## src/rtl/game_engine_pkg.sv

```systemverilog
// Shared definitions for the game core and the display block: state codes, default widths, gamedata bus layout.
package game_engine_pkg;

    typedef enum logic [1:0] {
        ST_IDLE = 2'b00,
        ST_RUN  = 2'b01,
        ST_DEAD = 2'b10
    } state_t;

    localparam int DEF_SLOTS  = 4;
    localparam int DEF_XW     = 8;
    localparam int DEF_YW     = 6;
    localparam int DEF_SCOREW = 16;

    // gamedata bus layout, LSB first: player_y | obst_x | obst_valid | score
    localparam int GD_PLAYER_Y_OFF   = 0;
    localparam int GD_OBST_X_OFF     = GD_PLAYER_Y_OFF + DEF_YW;
    localparam int GD_OBST_VALID_OFF = GD_OBST_X_OFF + DEF_SLOTS * DEF_XW;
    localparam int GD_SCORE_OFF      = GD_OBST_VALID_OFF + DEF_SLOTS;
    localparam int GD_W              = GD_SCORE_OFF + DEF_SCOREW;

    // 16-bit Fibonacci LFSR, taps 16,14,13,11
    function automatic logic [15:0] lfsr_next(input logic [15:0] v);
        return {v[14:0], v[15] ^ v[13] ^ v[12] ^ v[10]};
    endfunction

endpackage

```

## src/rtl/game_engine_obstacle_slot.sv

```systemverilog
// One obstacle slot: holds x/valid, moves left on each run step, expires below SPEED, loads at the right edge.
// x_nxt/valid_nxt expose the post-step values so the parent can test collision on the same tick.
module game_engine_obstacle_slot #(
    parameter int XW       = 8,
    parameter int SCREEN_X = 160,
    parameter int SPEED    = 1
) (
    input  logic          clock,
    input  logic          rst,
    input  logic          step,
    input  logic          clear,
    input  logic          load,
    output logic [XW-1:0] x,
    output logic          valid,
    output logic [XW-1:0] x_nxt,
    output logic          valid_nxt
);

    always_comb begin
        x_nxt     = x;
        valid_nxt = valid;
        if (clear) begin
            x_nxt     = '0;
            valid_nxt = 1'b0;
        end else if (step) begin
            if (valid) begin
                if (x < XW'(SPEED))
                    valid_nxt = 1'b0;
                else
                    x_nxt = x - XW'(SPEED);
            end else if (load) begin
                x_nxt     = XW'(SCREEN_X - 1);
                valid_nxt = 1'b1;
            end
        end
    end

    always_ff @(posedge clock or posedge rst) begin
        if (rst) begin
            x     <= '0;
            valid <= 1'b0;
        end else begin
            x     <= x_nxt;
            valid <= valid_nxt;
        end
    end

endmodule

```

## src/rtl/game_engine.sv

```systemverilog
// Little Dinosaur game core: FSM, jump physics, LFSR-spawned obstacle slots, collision and scoring.
// Game state advances only on tick; all outputs are registered (visible the cycle after the tick).
module game_engine
    import game_engine_pkg::*;
#(
    parameter int          SLOTS         = DEF_SLOTS,
    parameter int          XW            = DEF_XW,
    parameter int          YW            = DEF_YW,
    parameter int          SCREEN_X      = 160,
    parameter int          SPEED         = 1,
    parameter int          PLAYER_X      = 16,
    parameter int          PLAYER_W      = 8,
    parameter int          OBST_W        = 6,
    parameter int          OBST_H        = 8,
    parameter int          JUMP_V        = 4,
    parameter int          GRAVITY       = 1,
    parameter int          SPAWN_MIN_GAP = 24,
    parameter int          SPAWN_THRESH  = 4,
    parameter int          SCOREW        = DEF_SCOREW,
    parameter logic [15:0] LFSR_SEED     = 16'hACE1
) (
    input  logic                  clock,
    input  logic                  rst,
    input  logic                  tick,
    input  logic                  jump,
    output logic [1:0]            state,
    output logic [YW-1:0]         player_y,
    output logic [SLOTS*XW-1:0]   obst_x,
    output logic [SLOTS-1:0]      obst_valid,
    output logic [SCOREW-1:0]     score,
    output logic [SCOREW-1:0]     hi_score,
    output logic                  collide
);

    localparam int VW = YW + 1;
    localparam int SW = YW + 2;
    localparam int GW = $clog2(SPAWN_MIN_GAP + 2);

    localparam logic signed [VW-1:0] JV      = VW'(JUMP_V);
    localparam logic signed [VW-1:0] GV      = VW'(GRAVITY);
    localparam logic [GW-1:0]        GAP_MAX = GW'(SPAWN_MIN_GAP);
    localparam logic [4:0]           THR     = 5'(SPAWN_THRESH);
    localparam logic [XW:0]          P_RIGHT = (XW+1)'(PLAYER_X + PLAYER_W);
    localparam logic [XW:0]          P_LEFT  = (XW+1)'(PLAYER_X);
    localparam logic [XW:0]          O_W     = (XW+1)'(OBST_W);
    localparam logic [YW:0]          O_H     = (YW+1)'(OBST_H);

    state_t                 st, st_nxt;
    logic signed [VW-1:0]   vel, vel_nxt;
    logic [YW-1:0]          y_nxt;
    logic signed [SW-1:0]   y_sum;
    logic [15:0]            lfsr;
    logic                   jump_prev, jump_req, jreq;
    logic [GW-1:0]          gap, gap_nxt;
    logic [SCOREW-1:0]      score_nxt, hi_nxt;
    logic                   collide_nxt;
    logic                   run_step, clear, spawn;
    logic [SLOTS-1:0]       load, valid_nxt, hits;
    logic [SLOTS*XW-1:0]    x_nxt_all;

    // An edge arriving on the tick cycle itself still counts for that tick
    assign jreq     = jump_req | (jump & ~jump_prev);
    assign run_step = tick && (st == ST_RUN);
    assign clear    = tick && jreq && ((st == ST_IDLE) || (st == ST_DEAD));

    // Spawn looks at pre-tick occupancy, so a slot expiring this tick is not reused until the next one
    assign spawn = run_step && (gap >= GAP_MAX) && ({1'b0, lfsr[3:0]} < THR) && !(&obst_valid);
    assign load  = spawn ? (~obst_valid & (obst_valid + SLOTS'(1))) : '0;

    for (genvar i = 0; i < SLOTS; i++) begin : g_slot
        logic [XW:0] xe;

        game_engine_obstacle_slot #(
            .XW       (XW),
            .SCREEN_X (SCREEN_X),
            .SPEED    (SPEED)
        ) u_slot (
            .clock     (clock),
            .rst       (rst),
            .step      (run_step),
            .clear     (clear),
            .load      (load[i]),
            .x         (obst_x[i*XW +: XW]),
            .valid     (obst_valid[i]),
            .x_nxt     (x_nxt_all[i*XW +: XW]),
            .valid_nxt (valid_nxt[i])
        );

        assign xe      = {1'b0, x_nxt_all[i*XW +: XW]};
        assign hits[i] = valid_nxt[i] && (xe < P_RIGHT) && ((xe + O_W) > P_LEFT)
                         && ({1'b0, y_nxt} < O_H);
    end

    always_comb begin
        y_nxt   = player_y;
        vel_nxt = vel;
        y_sum   = $signed({2'b00, player_y}) + SW'(vel);
        if (clear) begin
            y_nxt   = '0;
            vel_nxt = '0;
        end else if (run_step) begin
            if (player_y == '0 && vel == '0) begin
                if (jreq)
                    vel_nxt = JV;
            end else if (y_sum <= 0) begin
                y_nxt   = '0;
                vel_nxt = '0;
            end else begin
                y_nxt   = y_sum[YW-1:0];
                vel_nxt = vel - GV;
            end
        end
    end

    always_comb begin
        st_nxt      = st;
        score_nxt   = score;
        hi_nxt      = hi_score;
        gap_nxt     = gap;
        collide_nxt = 1'b0;
        if (tick) begin
            case (st)
                ST_IDLE: begin
                    if (jreq) begin
                        st_nxt    = ST_RUN;
                        score_nxt = '0;
                        gap_nxt   = GAP_MAX;
                    end
                end
                ST_RUN: begin
                    if (spawn)
                        gap_nxt = '0;
                    else if (gap < GAP_MAX)
                        gap_nxt = gap + GW'(1);
                    if (|hits) begin
                        st_nxt      = ST_DEAD;
                        collide_nxt = 1'b1;
                        hi_nxt      = (score > hi_score) ? score : hi_score;
                    end else if (score != '1) begin
                        score_nxt = score + SCOREW'(1);
                    end
                end
                ST_DEAD: begin
                    if (jreq)
                        st_nxt = ST_IDLE;
                end
                default: st_nxt = ST_IDLE;
            endcase
        end
    end

    always_ff @(posedge clock or posedge rst) begin
        if (rst) begin
            st        <= ST_IDLE;
            player_y  <= '0;
            vel       <= '0;
            score     <= '0;
            hi_score  <= '0;
            collide   <= 1'b0;
            gap       <= GAP_MAX;
            lfsr      <= LFSR_SEED;
            jump_prev <= 1'b0;
            jump_req  <= 1'b0;
        end else begin
            st        <= st_nxt;
            player_y  <= y_nxt;
            vel       <= vel_nxt;
            score     <= score_nxt;
            hi_score  <= hi_nxt;
            collide   <= collide_nxt;
            gap       <= gap_nxt;
            lfsr      <= lfsr_next(lfsr);
            jump_prev <= jump;
            jump_req  <= tick ? 1'b0 : jreq;
        end
    end

    assign state = st;

endmodule

```

## config.mk

```make
export PLATFORM = sky130hd
export DESIGN_NAME = game_engine
export DESIGN_NICKNAME = d
export VERILOG_FILES = /design/src/rtl/game_engine_pkg.sv /design/src/rtl/game_engine_obstacle_slot.sv /design/src/rtl/game_engine.sv
export SDC_FILE = /design/constraint.sdc
export NUM_CORES = 1
export LEC_CHECK = 0
export BUFFER_PORTS_ARGS = -buffer_cell sky130_fd_sc_hd__buf_2
export CORE_ASPECT_RATIO = 1.25
export CORE_MARGIN = 8
export CORE_UTILIZATION = 50
export DETAILED_ROUTE_END_ITERATION = 7
export HOLD_SLACK_MARGIN = 0.06
export PLACE_DENSITY = 0.82
export SLEW_MARGIN = 20
export SYNTH_ARGS = -nofsm -noshare
export SYNTH_HDL_FRONTEND = slang
export SYNTH_HIERARCHICAL = 1
export SYNTH_SLANG_ARGS = --single-unit
```

## constraint.sdc

```tcl
create_clock -name clock -period 6.85 [get_ports clock]
set_clock_uncertainty 0.1 [all_clocks]
set_input_delay 0.685 -clock clock [delete_from_list [all_inputs] [get_ports clock]]
set_output_delay 0.685 -clock clock [all_outputs]
set_load 0.1 [all_outputs]
```

==> impl_metrics.prom <==
# TYPE chip_impl_metric gauge
chip_impl_metric{name="timing.fmax",unit="MHz"} 203
chip_impl_metric{name="antenna_cells",unit=""} 0
chip_impl_metric{name="period_minus_slack",unit="ns"} 4.94
chip_impl_info{name="netlist_top_cells_area",value="sky130_fd_sc_hd__dfrtp_1 (39%), sky130_fd_sc_hd__ha_1 (6.0%), sky130_fd_sc_hd__a21oi_1 (5.0%), sky130_fd_sc_hd__dfstp_2 (4.2%), sky130_fd_sc_hd__o21ai_0 (3.6%)"} 1
chip_impl_metric{name="place_congestion",unit=""} 0.892
chip_impl_metric{name="synthesis.area",unit="mm²"} 0.00626
chip_impl_info{name="critPathKind",value="reg -> reg"} 1
chip_impl_metric{name="sw_frac_of_total",unit="%"} 55.3
chip_impl_metric{name="global_route_wire_length_before_repair",unit="mm"} 26.2
chip_impl_metric{name="cp_max_fo",unit=""} 30
chip_impl_metric{name="die_boundary_width",unit="µm"} 116
chip_impl_metric{name="share_comb_of_total_power",unit="%"} 54.6
chip_impl_info{name="timing.hold.worst.class",value="in -> async"} 1
chip_impl_metric{name="synth_edf_count",unit=""} 0
chip_impl_metric{name="core_region",unit="mm²"} 0.0122
chip_impl_metric{name="totalNegativeSetupSlack",unit="ns"} 0
chip_impl_metric{name="cell_internal_pwr",unit="mW"} 1.49
chip_impl_metric{name="worst_ir_drop_vdd",unit="mV"} 0.224
chip_impl_metric{name="power.density_cell_area",unit="mW/mm²"} 469
chip_impl_metric{name="initial_utilization",unit="%"} 51.3
chip_impl_metric{name="postSynthCellCount",unit=""} 654
chip_impl_metric{name="timing.max_slew.rel_slack",unit="%"} 27.2
chip_impl_metric{name="cts.sink_count",unit=""} 107
chip_impl_metric{name="fillerInstances",unit=""} 1081
chip_impl_metric{name="grt_pass1_vias",unit=""} 5469
chip_impl_info{name="status",value="completed"} 1
chip_impl_metric{name="drt_first_iter_violations",unit=""} 403
chip_impl_metric{name="synthDominantCellAreaShare",unit="%"} 38.7
chip_impl_metric{name="clk_pin_slew_worst_setup_hold_paths",unit="ns"} 0.08
chip_impl_metric{name="post_cts.resized_instances",unit=""} 0
chip_impl_metric{name="worstSkewPairLatency",unit="ns"} 0.36
chip_impl_metric{name="worstMarginPinSlew",unit="ns"} 1.09
chip_impl_metric{name="yosysWarningCount",unit=""} 6
chip_impl_metric{name="final_layout_size_suffix_gt1_share",unit="%"} 21.9
chip_impl_metric{name="final_hold_viol_count",unit=""} 0
chip_impl_metric{name="globalRouteTotalUtil",unit="%"} 19.5
chip_impl_info{name="synth_largest_area_cell",value="sky130_fd_sc_hd__dfrtp_1"} 1
chip_impl_metric{name="max-clock-path-buffers",unit=""} 2
chip_impl_metric{name="post_cts_buffers",unit=""} 0
chip_impl_metric{name="power_frac_seq",unit="%"} 30.2
chip_impl_metric{name="synth_cell_types",unit=""} 62
chip_impl_metric{name="clock_power_share",unit="%"} 15.2
chip_impl_metric{name="io-pin-count",unit=""} 81
chip_impl_metric{name="syn_nets",unit=""} 689
chip_impl_info{name="unrepaired_setup_endpoints_after_global_routing",value="false"} 1
chip_impl_metric{name="drt_pass_1_iters",unit=""} 5
chip_impl_info{name="cp-start-kind",value="flop"} 1
chip_impl_metric{name="switchingPower",unit="mW"} 1.85
chip_impl_info{name="worst_setup_path_end_kind",value="flop"} 1
chip_impl_metric{name="die_area",unit="mm²"} 0.0164
chip_impl_metric{name="syn_avg_cell_area",unit="µm²"} 9.58
chip_impl_metric{name="drt.antenna.violating_nets",unit=""} 0
chip_impl_metric{name="maxSlewViolCount",unit=""} 0
chip_impl_metric{name="tritoncts.num_buffers",unit=""} 9
chip_impl_metric{name="grt_start_max_net_pins",unit=""} 72
chip_impl_metric{name="postSynth.asyncResetShare",unit="%"} 100
chip_impl_metric{name="viasPerCell",unit=""} 6.22
chip_impl_info{name="cts_root_buffer",value="sky130_fd_sc_hd__clkbuf_16"} 1
chip_impl_metric{name="cts_hold_buffers",unit=""} 0
chip_impl_metric{name="wire_per_inst",unit="µm"} 17.7
chip_impl_metric{name="leakage_power",unit="nW"} 3.25
chip_impl_metric{name="worst_ep_arrival_time",unit="ns"} 5.08
chip_impl_metric{name="antenna_found_initial",unit=""} 0
chip_impl_metric{name="final-instance-count-excl-fill",unit=""} 903
chip_impl_metric{name="input_output_buffers",unit=""} 80
chip_impl_metric{name="detail_route.drc_violations",unit=""} 0
chip_impl_metric{name="floorplan.rows",unit=""} 45
chip_impl_info{name="cts_tree",value="yes"} 1
chip_impl_metric{name="synth.ff_latch_count",unit=""} 107
chip_impl_metric{name="area_delta_synth_final",unit="%"} 13.8
chip_impl_metric{name="maxCapViolations",unit=""} 0
chip_impl_metric{name="total_via_count_in_the_routed_design",unit=""} 5613
chip_impl_metric{name="dp_cells",unit=""} 887
chip_impl_metric{name="synth_sequential_area_ratio",unit="%"} 42.9
chip_impl_metric{name="cp.required",unit="ns"} 6.99
chip_impl_metric{name="layout.nets",unit=""} 769
chip_impl_metric{name="route.final.wire_length",unit="mm"} 15.9
chip_impl_info{name="synth_ff_type",value="sky130_fd_sc_hd__dfrtp_1"} 1
chip_impl_metric{name="dpl.hpwl",unit="mm"} 11.6
chip_impl_metric{name="globalRoute.totalOverflow",unit=""} 0
chip_impl_metric{name="finalSetupViolCount",unit=""} 0
chip_impl_metric{name="cts-htree-levels",unit=""} 3
chip_impl_metric{name="post-route-util",unit="%"} 58.3
chip_impl_metric{name="die_h",unit="µm"} 141
chip_impl_metric{name="final_min_period_over_clock_period",unit="%"} 72.1
## layer usage
metal	track usage (%)	routed length, µm	vias up
met5	0	0	-
met4	7.87	339	0
met3	3.33	904	30
met2	34.0	8200	218
met1	23.2	6500	2764
li1	-	-	2601
## final timing paths
kind / startpoint / endpoint / slack, ns / cells past startpoint
max: state[1]$_DFFE_PP0P_ / hi_score[11]$_DFFE_PP0P_ / 1.91 / 15
min: rst / g_slot[2].u_slot/x[5]$_DFF_PP0_ / 0.24 / 2
max reg2reg: state[1]$_DFFE_PP0P_ / hi_score[11]$_DFFE_PP0P_ / 1.91 / 15
min reg2reg: lfsr[1]$_DFF_PP0_ / lfsr[2]$_DFF_PP0_ / 0.25 / 0
max in group asynchronous: rst / player_y[1]$_DFFE_PP0P_ / 5.51 / 3
min in group clock: lfsr[1]$_DFF_PP0_ / lfsr[2]$_DFF_PP0_ / 0.25 / 0
## kinds of logic (layout without fill, tap and decap cells)
kind of cell | count (synthesis) | after routing | share of synthesized area, %
xor+xnor | 12 | 12 | 1.68
buf+inv | 56 | 141 | 3.54
flops | 107 | 107 | 42.9
simple gates | 233 | 233 | 20.6
mux | 25 | 25 | 4.93
fa+ha+maj | 31 | 31 | 6.31
compound gates | 190 | 190 | 20.0
## critical path, cell delays in order, from the launching register on
cell	delay [ns]
sky130_fd_sc_hd__dfrtp_1	0.48
sky130_fd_sc_hd__nand3b_2	0.32
sky130_fd_sc_hd__inv_1	0.64
sky130_fd_sc_hd__nand3_1	0.32
sky130_fd_sc_hd__nor2_1	0.25
sky130_fd_sc_hd__o21ai_0	0.19
sky130_fd_sc_hd__o21ai_0	0.24
sky130_fd_sc_hd__a21oi_1	0.11
sky130_fd_sc_hd__nor4b_1	0.43
sky130_fd_sc_hd__nand3_1	0.20
sky130_fd_sc_hd__nand4_1	0.18
sky130_fd_sc_hd__nand2_1	0.10
sky130_fd_sc_hd__nor4_4	0.26
sky130_fd_sc_hd__nor4b_4	0.25
sky130_fd_sc_hd__buf_4	0.33
sky130_fd_sc_hd__mux2_2	0.37
## power by group through the flow
stage                     sequential (mW)  clock [mW]  combinational (mW)
after detailed placement             1.01           0                1.81
after global placement               1.00           0                1.77
after global routing                 1.03       0.545                1.94
after CTS                            1.00       0.522                1.82
final                                1.01       0.509                1.82
after floorplan                      1.69           0               0.764
## registers in the layout, summed over array words and instances (netlist names)
register             cells
g_slot.u_slot/x         32
hi_score                16
lfsr                    16
score                   16
vel                      7
player_y                 6
gap                      5
g_slot.u_slot/valid      4
state                    2
collide                  1
jump_prev                1
jump_req                 1
## through the flow
stage | worst slack [ns] | hold WS (ns) | total power [mW] | area (µm²)
floorplan | 2.06 | 0.231 | 2.45 | 6260
global placement | 1.97 | 0.243 | 2.77 | 6840
detailed placement | 1.87 | 0.238 | 2.82 | 6840
CTS | 2.00 | 0.234 | 3.34 | 7130
global route | 1.45 | 0.258 | 3.51 | 7130
finish | 1.91 | 0.240 | 3.34 | 7130
## placed cells by master, fill, tap and decap left out, types with 7 or more instances in the layout
| master | instances |
|---|---|
| sky130_fd_sc_hd__dfrtp_1 | 97 |
| sky130_fd_sc_hd__buf_2 | 80 |
| sky130_fd_sc_hd__a21oi_1 | 62 |
| sky130_fd_sc_hd__nand2_1 | 52 |
| sky130_fd_sc_hd__o21ai_0 | 45 |
| sky130_fd_sc_hd__inv_1 | 40 |
| sky130_fd_sc_hd__nor2_1 | 39 |
| sky130_fd_sc_hd__nor3_1 | 34 |
| sky130_fd_sc_hd__ha_1 | 30 |
| sky130_fd_sc_hd__nand3_1 | 23 |
| sky130_fd_sc_hd__o21a_1 | 19 |
| sky130_fd_sc_hd__nand4_1 | 13 |
| sky130_fd_sc_hd__or3_1 | 11 |
| sky130_fd_sc_hd__mux2_4 | 10 |
| sky130_fd_sc_hd__dfstp_2 | 10 |
| sky130_fd_sc_hd__clkbuf_16 | 9 |
| sky130_fd_sc_hd__xor2_1 | 8 |
| sky130_fd_sc_hd__mux2i_1 | 8 |
| sky130_fd_sc_hd__or2_2 | 7 |
| sky130_fd_sc_hd__nor3b_1 | 7 |
| sky130_fd_sc_hd__a211o_1 | 7 |
| sky130_fd_sc_hd__mux2_2 | 7 |
## cell type report
cell class | count | area, µm² | area share [%]
Sequential cell | 107 | 2690 | 37.7
Tap cell | 164 | 205 | 2.88
Multi-Input combinational cell | 491 | 3360 | 47.1
Inverter | 41 | 154 | 2.16
Clock buffer | 10 | 229 | 3.21
Clock inverter | 6 | 58.8 | 0.825
Timing Repair Buffer | 84 | 430 | 6.04
## synth_stat cells, types with 4 or more instances
master,instances
sky130_fd_sc_hd__o211ai_1,4
sky130_fd_sc_hd__nor2_1,39
sky130_fd_sc_hd__or2_2,7
sky130_fd_sc_hd__buf_1,4
sky130_fd_sc_hd__and2_1,6
sky130_fd_sc_hd__a211o_1,7
sky130_fd_sc_hd__a211oi_1,6
sky130_fd_sc_hd__o21a_1,19
sky130_fd_sc_hd__nand3_1,23
sky130_fd_sc_hd__nor3b_1,7
sky130_fd_sc_hd__nor3_1,34
sky130_fd_sc_hd__a21oi_1,62
sky130_fd_sc_hd__nor4b_1,5
sky130_fd_sc_hd__or4_4,4
sky130_fd_sc_hd__and3_1,4
sky130_fd_sc_hd__xnor2_1,4
sky130_fd_sc_hd__dfstp_2,10
sky130_fd_sc_hd__nor4_1,7
sky130_fd_sc_hd__a22o_1,4
sky130_fd_sc_hd__mux2_2,7
sky130_fd_sc_hd__mux2_4,10
sky130_fd_sc_hd__a221oi_1,6
sky130_fd_sc_hd__a311oi_1,4
sky130_fd_sc_hd__o31ai_1,6
sky130_fd_sc_hd__o41ai_2,4
sky130_fd_sc_hd__ha_1,30
sky130_fd_sc_hd__mux2i_1,8
sky130_fd_sc_hd__clkbuf_1,10
sky130_fd_sc_hd__o21ai_0,45
sky130_fd_sc_hd__inv_1,41
sky130_fd_sc_hd__nand4_1,13
sky130_fd_sc_hd__or3b_2,4
sky130_fd_sc_hd__a31o_2,4
sky130_fd_sc_hd__nand2_1,52
sky130_fd_sc_hd__or3_1,11
sky130_fd_sc_hd__a21o_1,4
sky130_fd_sc_hd__xor2_1,8
sky130_fd_sc_hd__dfrtp_1,97
No activity file was read; power rests on OpenSTA's default activity.
